==> config.mk <==
export PLATFORM = sky130hd
export DESIGN_NAME = exec_multicycle_sequencer
export DESIGN_NICKNAME = d
export VERILOG_FILES = /design/src/rtl/exec_multicycle_sequencer.sv
export SDC_FILE = /design/constraint.sdc
export NUM_CORES = 1
export LEC_CHECK = 0
export ABC_AREA = 1
export BUFFER_PORTS_ARGS = -buffer_cell sky130_fd_sc_hd__buf_2
export CORE_UTILIZATION = 50
export DETAILED_ROUTE_END_ITERATION = 16
export GPL_TIMING_DRIVEN = 1
export MAX_ROUTING_LAYER = met4
export PLACE_DENSITY = 0.79
export SLEW_MARGIN = 20
export SYNTH_ARGS = -nofsm -noshare
export SYNTH_HDL_FRONTEND = slang
export SYNTH_SLANG_ARGS = --single-unit
==> constraint.sdc <==
create_clock -name clk -period 2.3 [get_ports clk]
set_input_delay 0.115 -clock clk [delete_from_list [all_inputs] [get_ports clk]]
set_output_delay 0.115 -clock clk [all_outputs]
set_load 0.01 [all_outputs]
==> src/rtl/exec_multicycle_sequencer.sv <==
// rtl/exec_multicycle_sequencer.sv - dual-ALU execute-stage sequencer for the multi-cycle op
//
// Passes single-cycle op pairs straight to ALU1/ALU2. A condition-passed MC_OP in slot 1
// takes over both ALUs for MC_CYCLES cycles. During that time it:
//   - walks a registered iteration counter;
//   - drives the operand-mux selects;
//   - holds decode;
//   - feeds NOOPs into EX/MEM until the final iteration.
//
// Ports:
//   clk, rst                 clock (rising edge), asynchronous active-high reset
//   op1_in, op2_in           slot opcodes from DEC/EX
//   pass1, pass2             per-slot condition-check result
//   flush                    branch-taken flush; wins over stall
//   stall                    downstream hold; freezes counter, state and completion count
//   alu_op1, alu_op2         opcodes to ALU1/ALU2
//   cycle_cnt                current MC iteration (0 when idle or on the first iteration)
//   alu1_a_fb, alu1_b_fb     ALU1 A/B operands taken from EX/MEM Rd1/Rd2 feedback
//   alu2_reord               ALU2 operands from the reorder units; also the reorder enable
//   mem_op1, mem_op2         opcodes written into EX/MEM
//   exec_stall               hold DEC/EX and earlier stages
//   illegal_op               MC_OP seen in slot 2 while idle
//   mc_done_cnt              completed MC ops, wrapping

module exec_multicycle_sequencer #(
  parameter logic [4:0] MC_OP     = 5'b01000,
  parameter logic [4:0] NOOP      = 5'b00011,
  parameter int         MC_CYCLES = 4
) (
  input  logic        clk,
  input  logic        rst,
  input  logic [4:0]  op1_in,
  input  logic [4:0]  op2_in,
  input  logic        pass1,
  input  logic        pass2,
  input  logic        flush,
  input  logic        stall,
  output logic [4:0]  alu_op1,
  output logic [4:0]  alu_op2,
  output logic [2:0]  cycle_cnt,
  output logic        alu1_a_fb,
  output logic        alu1_b_fb,
  output logic        alu2_reord,
  output logic [4:0]  mem_op1,
  output logic [4:0]  mem_op2,
  output logic        exec_stall,
  output logic        illegal_op,
  output logic [15:0] mc_done_cnt
);

  typedef enum logic {IDLE, RUN} state_t;

  localparam logic [2:0] LAST_CNT = 3'(MC_CYCLES - 1);

  state_t     state, state_nx;
  logic [2:0] cnt_nx;
  logic       done_inc;

  always_ff @(posedge clk or posedge rst) begin
    if (rst) begin
      state       <= IDLE;
      cycle_cnt   <= 3'd0;
      mc_done_cnt <= 16'd0;
    end else if (flush) begin
      // A flush abandons any in-flight MC op without counting it as done.
      state     <= IDLE;
      cycle_cnt <= 3'd0;
    end else if (!stall) begin
      state     <= state_nx;
      cycle_cnt <= cnt_nx;
      if (done_inc) begin
        mc_done_cnt <= mc_done_cnt + 16'd1;
      end
    end
  end

  always_comb begin
    state_nx   = state;
    cnt_nx     = cycle_cnt;
    done_inc   = 1'b0;
    alu_op1    = op1_in;
    alu_op2    = op2_in;
    alu1_a_fb  = 1'b0;
    alu1_b_fb  = 1'b0;
    alu2_reord = 1'b0;
    mem_op1    = NOOP;
    mem_op2    = NOOP;
    exec_stall = 1'b0;
    illegal_op = 1'b0;

    case (state)
      IDLE: begin
        if (op1_in == MC_OP) begin
          // A squashed MC op (pass1=0) leaves the NOOP defaults and stays idle.
          if (pass1) begin
            // Iteration 0: slot 2 is consumed as the MC helper on ALU2.
            alu_op1    = MC_OP;
            alu_op2    = MC_OP;
            alu2_reord = 1'b1;
            exec_stall = 1'b1;
            state_nx   = RUN;
            cnt_nx     = 3'd1;
          end
        end else begin
          mem_op1 = pass1 ? op1_in : NOOP;
          if (op2_in == MC_OP) begin
            illegal_op = 1'b1;
          end else begin
            mem_op2 = pass2 ? op2_in : NOOP;
          end
        end
      end
      RUN: begin
        alu_op1   = MC_OP;
        alu_op2   = NOOP;
        alu1_a_fb = 1'b1;
        // Only the first feedback iteration takes B from Rd2; later ones reuse the partial.
        alu1_b_fb = (cycle_cnt == 3'd1);
        if (cycle_cnt == LAST_CNT) begin
          mem_op1  = MC_OP;
          state_nx = IDLE;
          cnt_nx   = 3'd0;
          done_inc = 1'b1;
        end else begin
          exec_stall = 1'b1;
          cnt_nx     = cycle_cnt + 3'd1;
        end
      end
      default: begin
        state_nx = IDLE;
        cnt_nx   = 3'd0;
      end
    endcase

    if (flush) begin
      mem_op1    = NOOP;
      mem_op2    = NOOP;
      exec_stall = 1'b0;
    end
  end

endmodule

==> results_dict.tcl, run 1 <==
set metrics [dict create \
    syn-cell-area_sq_um 1390 \
    route.vias.total 1469 \
    crit_family "flip-flops" \
    finClkSkew_ns 0.00408 \
    leakage_nw 1.02 \
    wire_per_inst_um 10.6 \
    ys_warn_count 0 \
    avgSynthCellArea_sq_um 6.72 \
    clock_path_buffers 2 \
    slew_headroom 0.493 \
    coreArea_sq_um 2540 \
    path_cells "inv_1, o21ai_0, inv_1, nand2_1, buf_2" \
    fmax_ghz 0.537 \
    synth_seq_area_share 0.360 \
    gp_congestion 0.801 \
    fin_nets 288 \
    cts-htree-levels 1 \
    grt_pass1_wl_mm 4.93 \
    worst_hold_path_type "in2reg" \
    antenna_found_initial 0 \
    globalRouteOverflowTotal 0 \
    placedCellCount 293 \
    slew_violations 0 \
    clk_latency_ns 0.30 \
    post_cts_buffers 0 \
    crit_type "reg2out" \
    crit_path_max_incr_delay_ns 0.61 \
    rows 18 \
    areaGrowthSynthToFinish_pct 25.9 \
    grt_pass1_vias 1171 \
    clkSinkCount 20 \
    syn_nets 226 \
    setup_viol 0 \
    vdd_drop_max_mv 0.414 \
    grtUsageTotal 0.240 \
    dpl.hpwl_mm 2.55 \
    synth_cells 207 \
    layout.cells.non_filler 298 \
    postCtsHoldBufs 1 \
    status "finished, final reports clean" \
    power.density_nw_per_um2 384 \
    ant_nets 0 \
    clkTransAtPathRegs_ns 0.11 \
    die_area_sq_um 3000 \
    die_y_um 54.8 \
    cp_max_fo 13 \
    cp.required_ns 2.18 \
    grt_start_max_net_pins 21 \
    die_width_um 54.8 \
    numPortBuffers 59 \
    via_per_inst 4.93 \
    cts_buffers 3 \
    route.detailed.drc 0 \
    io-pin-count 60 \
    crit_slowest_cell "dfrtp_1" \
    post-route-period-util 0.810 \
    drtPass1Iterations 4 \
    drive_gt1_frac 0.276 \
    drt-initial-drc-count 19 \
    ys_types 25 \
    cts_tree "done" \
    arrival_ns 1.75 \
    start_util 0.547 \
    worst-path-buf-inv 3 \
    worstMarginPinSlew_ns 0.760 \
    rsz0062_at_grt "false" \
    drv_cap 0 \
    cpMostUsedCell "inv_1" \
    wirelength_mm 3.16 \
    period_minus_slack_ns 1.86 \
    tns_ns 0 \
    cts.repair.resized 0 \
    yosys_register_bits 20 \
    setup.worst_path.start_class "flip-flop" \
    root_buffer "clkbuf_4" \
    antenna_cells 0 \
    worst_setup_path_end_kind "output port" \
    hold_viol_final 0 \
]
[cell usage after synthesis]
cell	count	area share
xor2_1	3	0.019
buf_4	2	0.011
nor2_1	26	0.070
inv_1	36	0.097
a21oi_1	2	0.0072
nand3b_1	1	0.0054
a21o_1	1	0.0054
nand3_2	2	0.014
nand2_1	59	0.16
a31oi_1	1	0.0045
nor2_4	2	0.016
ha_1	3	0.027
nor3_1	5	0.018
xnor2_1	5	0.031
o21ai_0	9	0.032
and2_2	1	0.0054
dfrtp_1	20	0.36
nor4_1	1	0.0045
nand2_4	1	0.0081
clkbuf_1	1	0.0027
nand4_1	6	0.027
nor2_2	2	0.0090
inv_2	1	0.0027
nand2_2	2	0.0090
nand3_1	15	0.054
[path summary, 6_finish.rpt]
kind	startpoint	to	slack, ns	cells past startpoint
setup / recovery	state	mem_op1[0]	0.44	5
hold / removal	stall	state	0.03	2
setup reg to reg	state	mc_done_cnt[10]	0.66	7
hold reg to reg	mc_done_cnt[15]	mc_done_cnt[15]	0.53	2
max in group asynchronous	rst	mc_done_cnt[7]	1.35	3
min in group asynchronous	rst	mc_done_cnt[6]	0.48	3
[cell families after synthesis]
family | Yosys count | share of synthesized area
fa+ha+maj | 3 | 0.0270
xor+xnor | 8 | 0.0504
buf+inv | 40 | 0.113
flops | 20 | 0.360
simple gates | 123 | 0.400
compound gates | 13 | 0.0495
[registers in the layout, indices dropped and copies added, names as in the netlist]
name / cells
mc_done_cnt: 16
cycle_cnt: 3
state: 1
[cell type report]
cell class / count / area [sq um]
Tap cell: 30 / 37.5
Inverter: 37 / 139
Multi-Input combinational cell: 147 / 733
Fill cell: 253 / 793
Timing Repair Buffer: 60 / 305
Sequential cell: 20 / 500
Clock buffer: 4 / 36.3
[power breakdown]
part           internal [mW]  switching, mW  total (mW)
registers              0.357        0.00683       0.363
logic                 0.0411         0.0618       0.103
clock network         0.0966          0.110       0.206
total                  0.494          0.178       0.673
[stage by stage]
step	instance area, sq um	total power, mW	worst slack (ns)	util	hold slack (ns)
after detailed placement	1710	0.473	0.705	0.670	0.297
after global routing	1750	0.709	0.288	0.688	0.0443
after CTS	1750	0.677	0.447	0.688	0.0329
after global placement	1710	0.472	0.766	0.670	0.282
final	1750	0.673	0.437	0.688	0.0334
after floorplan	1390	0.427	0.958	-	0.0788
[layout by cell type, fill, tap and decap left out, drive strengths merged]
cell type,Yosys,routed
a21o,1,1
a21oi,2,2
a31oi,1,1
and2,1,1
buf,2,59
clkbuf,1,4
dfrtp,20,20
dlygate4sd3,0,1
ha,3,3
inv,37,37
nand2,62,62
nand3,17,17
nand3b,1,1
nand4,6,6
nor2,30,30
nor3,5,5
nor4,1,1
o21ai,9,9
xnor2,5,5
xor2,3,3
[metal layers]
| layer | vias up | wire [um] | GRT usage | share of wire |
|---|---|---|---|---|
| met5 | - | 0 | - | 0 |
| met2 | 42 | 1370 | 0.357 | 0.43 |
| li1 | 767 | - | - | - |
| met1 | 653 | 1550 | 0.316 | 0.49 |
| met3 | 7 | 196 | 0.0556 | 0.062 |
| met4 | 0 | 43 | 0.0855 | 0.014 |
No activity file was read; power rests on OpenSTA's default activity.
==> run 2: changes to the inputs <==
--- a/config.mk
+++ b/config.mk
@@ -7,11 +7,11 @@
 export LEC_CHECK = 0
 export ABC_AREA = 1
 export BUFFER_PORTS_ARGS = -buffer_cell sky130_fd_sc_hd__buf_2
-export CORE_UTILIZATION = 50
+export CORE_UTILIZATION = 47
 export DETAILED_ROUTE_END_ITERATION = 16
 export GPL_TIMING_DRIVEN = 1
 export MAX_ROUTING_LAYER = met4
-export PLACE_DENSITY = 0.79
+export PLACE_DENSITY = 0.75
 export SLEW_MARGIN = 20
 export SYNTH_ARGS = -nofsm -noshare
 export SYNTH_HDL_FRONTEND = slang
==> constraint.sdc (replaced) <==
create_clock -name clk -period 1.9 [get_ports clk]
set_input_delay 0.095 -clock clk [delete_from_list [all_inputs] [get_ports clk]]
set_output_delay 0.095 -clock clk [all_outputs]
set_load 0.01 [all_outputs]
==> run 2 against run 1 <==
  * Total power grew 22%
  * Register-to-register slack lost 0.34 ns
  * Worst hold slack lost 0.015 ns
  * Clock skew grew 0.0085 ns
  * Via count shrank 0.34%
  * Critical path type unchanged
==> results_dict.tcl, run 2 (synthesis results as in run 1) <==
set metrics [dict create \
    worstMarginPinSlew_ns 0.775 \
    worst_hold_path_type "in2reg" \
    drtPass1Iterations 4 \
    root_buffer "clkbuf_4" \
    globalRouteOverflowTotal 0 \
    antenna_found_initial 0 \
    drive_gt1_frac 0.289 \
    start_util 0.500 \
    grtUsageTotal 0.237 \
    ff2ff_setup_slack_ns 0.32 \
    wirelength_mm 3.26 \
    leakage_nw 1.03 \
    wire_per_inst_um 10.8 \
    hold_viol_final 0 \
    ant_nets 0 \
    largestRegisters "mc_done_cnt (16), cycle_cnt (3), state (1)" \
    clk_latency_ns 0.31 \
    gp_congestion 0.842 \
    finClkSkew_ns 0.0126 \
    coreArea_sq_um 2780 \
    clkTransAtPathRegs_ns 0.11 \
    total_power_mw 0.823 \
    fin_nets 290 \
    slew_headroom 0.483 \
    final_cell_mix "nand2_1 (59), buf_2 (59), inv_1 (36), nor2_1 (25), dfrtp_1 (19)" \
    post_cts_buffers 0 \
    cts-htree-levels 1 \
    placedCellCount 296 \
    cts_tree "done" \
    layout.cells.non_filler 301 \
    grt_pass1_wl_mm 5.82 \
    cts_buffers 3 \
    largest_reg_flops 16 \
    io-pin-count 60 \
    via_per_inst 4.86 \
    arrival_ns 1.61 \
    setup_viol 0 \
    fin_area_sq_um 1770 \
    die_width_um 56.4 \
    drt-initial-drc-count 32 \
    cp.required_ns 1.80 \
    route.vias.total 1464 \
    grt_pass1_vias 1353 \
    route.detailed.drc 0 \
    placed_area_sq_um 1720 \
    clkSinkCount 20 \
    status "finished, final reports clean" \
    crit_type "reg2out" \
    rsz0062_at_grt "false" \
    dpl.hpwl_mm 2.62 \
    worst_setup_path_end_kind "output port" \
    clock_path_buffers 2 \
    regMostFlops "mc_done_cnt" \
    fmax_ghz 0.585 \
    fillCellCount 299 \
    tns_ns 0 \
    antenna_cells 0 \
    vdd_drop_max_mv 0.440 \
    cp_max_fo 7 \
    grt_start_max_net_pins 21 \
    setup.worst_path.start_class "flip-flop" \
    post-route-period-util 0.899 \
    areaGrowthSynthToFinish_pct 27.3 \
    hold_slack_ns 0.0184 \
    slew_violations 0 \
    die_area_sq_um 3180 \
    rows 19 \
    period_minus_slack_ns 1.71 \
    power.density_nw_per_um2 464 \
    die_y_um 56.4 \
    drv_cap 0 \
    numPortBuffers 59 \
]
[run 2: cell count changes in the layout (fill, tap and decap cells not counted), sizes merged]
| cell | change |
|---|---|
| buf | +2 |
[run 2: power by group]
group | switching, mW | internal, mW | total [mW]
Sequential | 0.00781 | 0.432 | 0.439
Combinational | 0.0758 | 0.0503 | 0.126
Clock | 0.140 | 0.117 | 0.257
[run 2: worst max-delay path, stage by stage (launching register included)]
cell and delay [ns]:
dfrtp_2 0.47, buf_4 0.18, nor2_2 0.15, nand3_1 0.13
inv_1 0.11, nand2_1 0.06, nor2_1 0.08, buf_2 0.13
[run 2: final cells by class]
type / count / area [sq um] / share of cell area
multi-input cells: 147 / 736 / 0.415
flip-flops and latches: 20 / 502 / 0.283
repair buffers: 62 / 320 / 0.181
inverters: 37 / 139 / 0.0784
well taps: 31 / 38.8 / 0.0219
clock buffers: 4 / 36.3 / 0.0205
[run 2: path summary, 6_finish.rpt]
check / from / endpoint / depth (start not counted)
worst max-delay path: state / mem_op2[3] / 7
worst min register to register: mc_done_cnt[15] / mc_done_cnt[15] / 2
worst max register to register: cycle_cnt[0] / mc_done_cnt[10] / 8
max in group asynchronous: rst / state / 3
worst min-delay path: stall / state / 2
min in group asynchronous: rst / mc_done_cnt[4] / 3
[run 2: stage by stage]
step                      setup WS (ns)  utilization
final                             0.192        0.637
after global routing             0.0303        0.637
after CTS                         0.103        0.636
after detailed placement          0.309        0.619
after global placement            0.383        0.619
after floorplan                   0.558            -
[run 2: routing by layer]
metal | up-vias | share of wire | GRT usage
met2 | 35 | 0.47 | 0.400
li1 | 768 | - | -
met3 | 5 | 0.043 | 0.0369
met4 | 0 | 0.010 | 0.0627
met1 | 656 | 0.48 | 0.299
met5 | - | 0 | -
[run 2: what timing repair did]
action                     in CTS  in global routing
setup endpoints to repair       0                  1
hold buffers                    1                  0
hold endpoints to repair       20                  0
gates resized for setup         0                  2
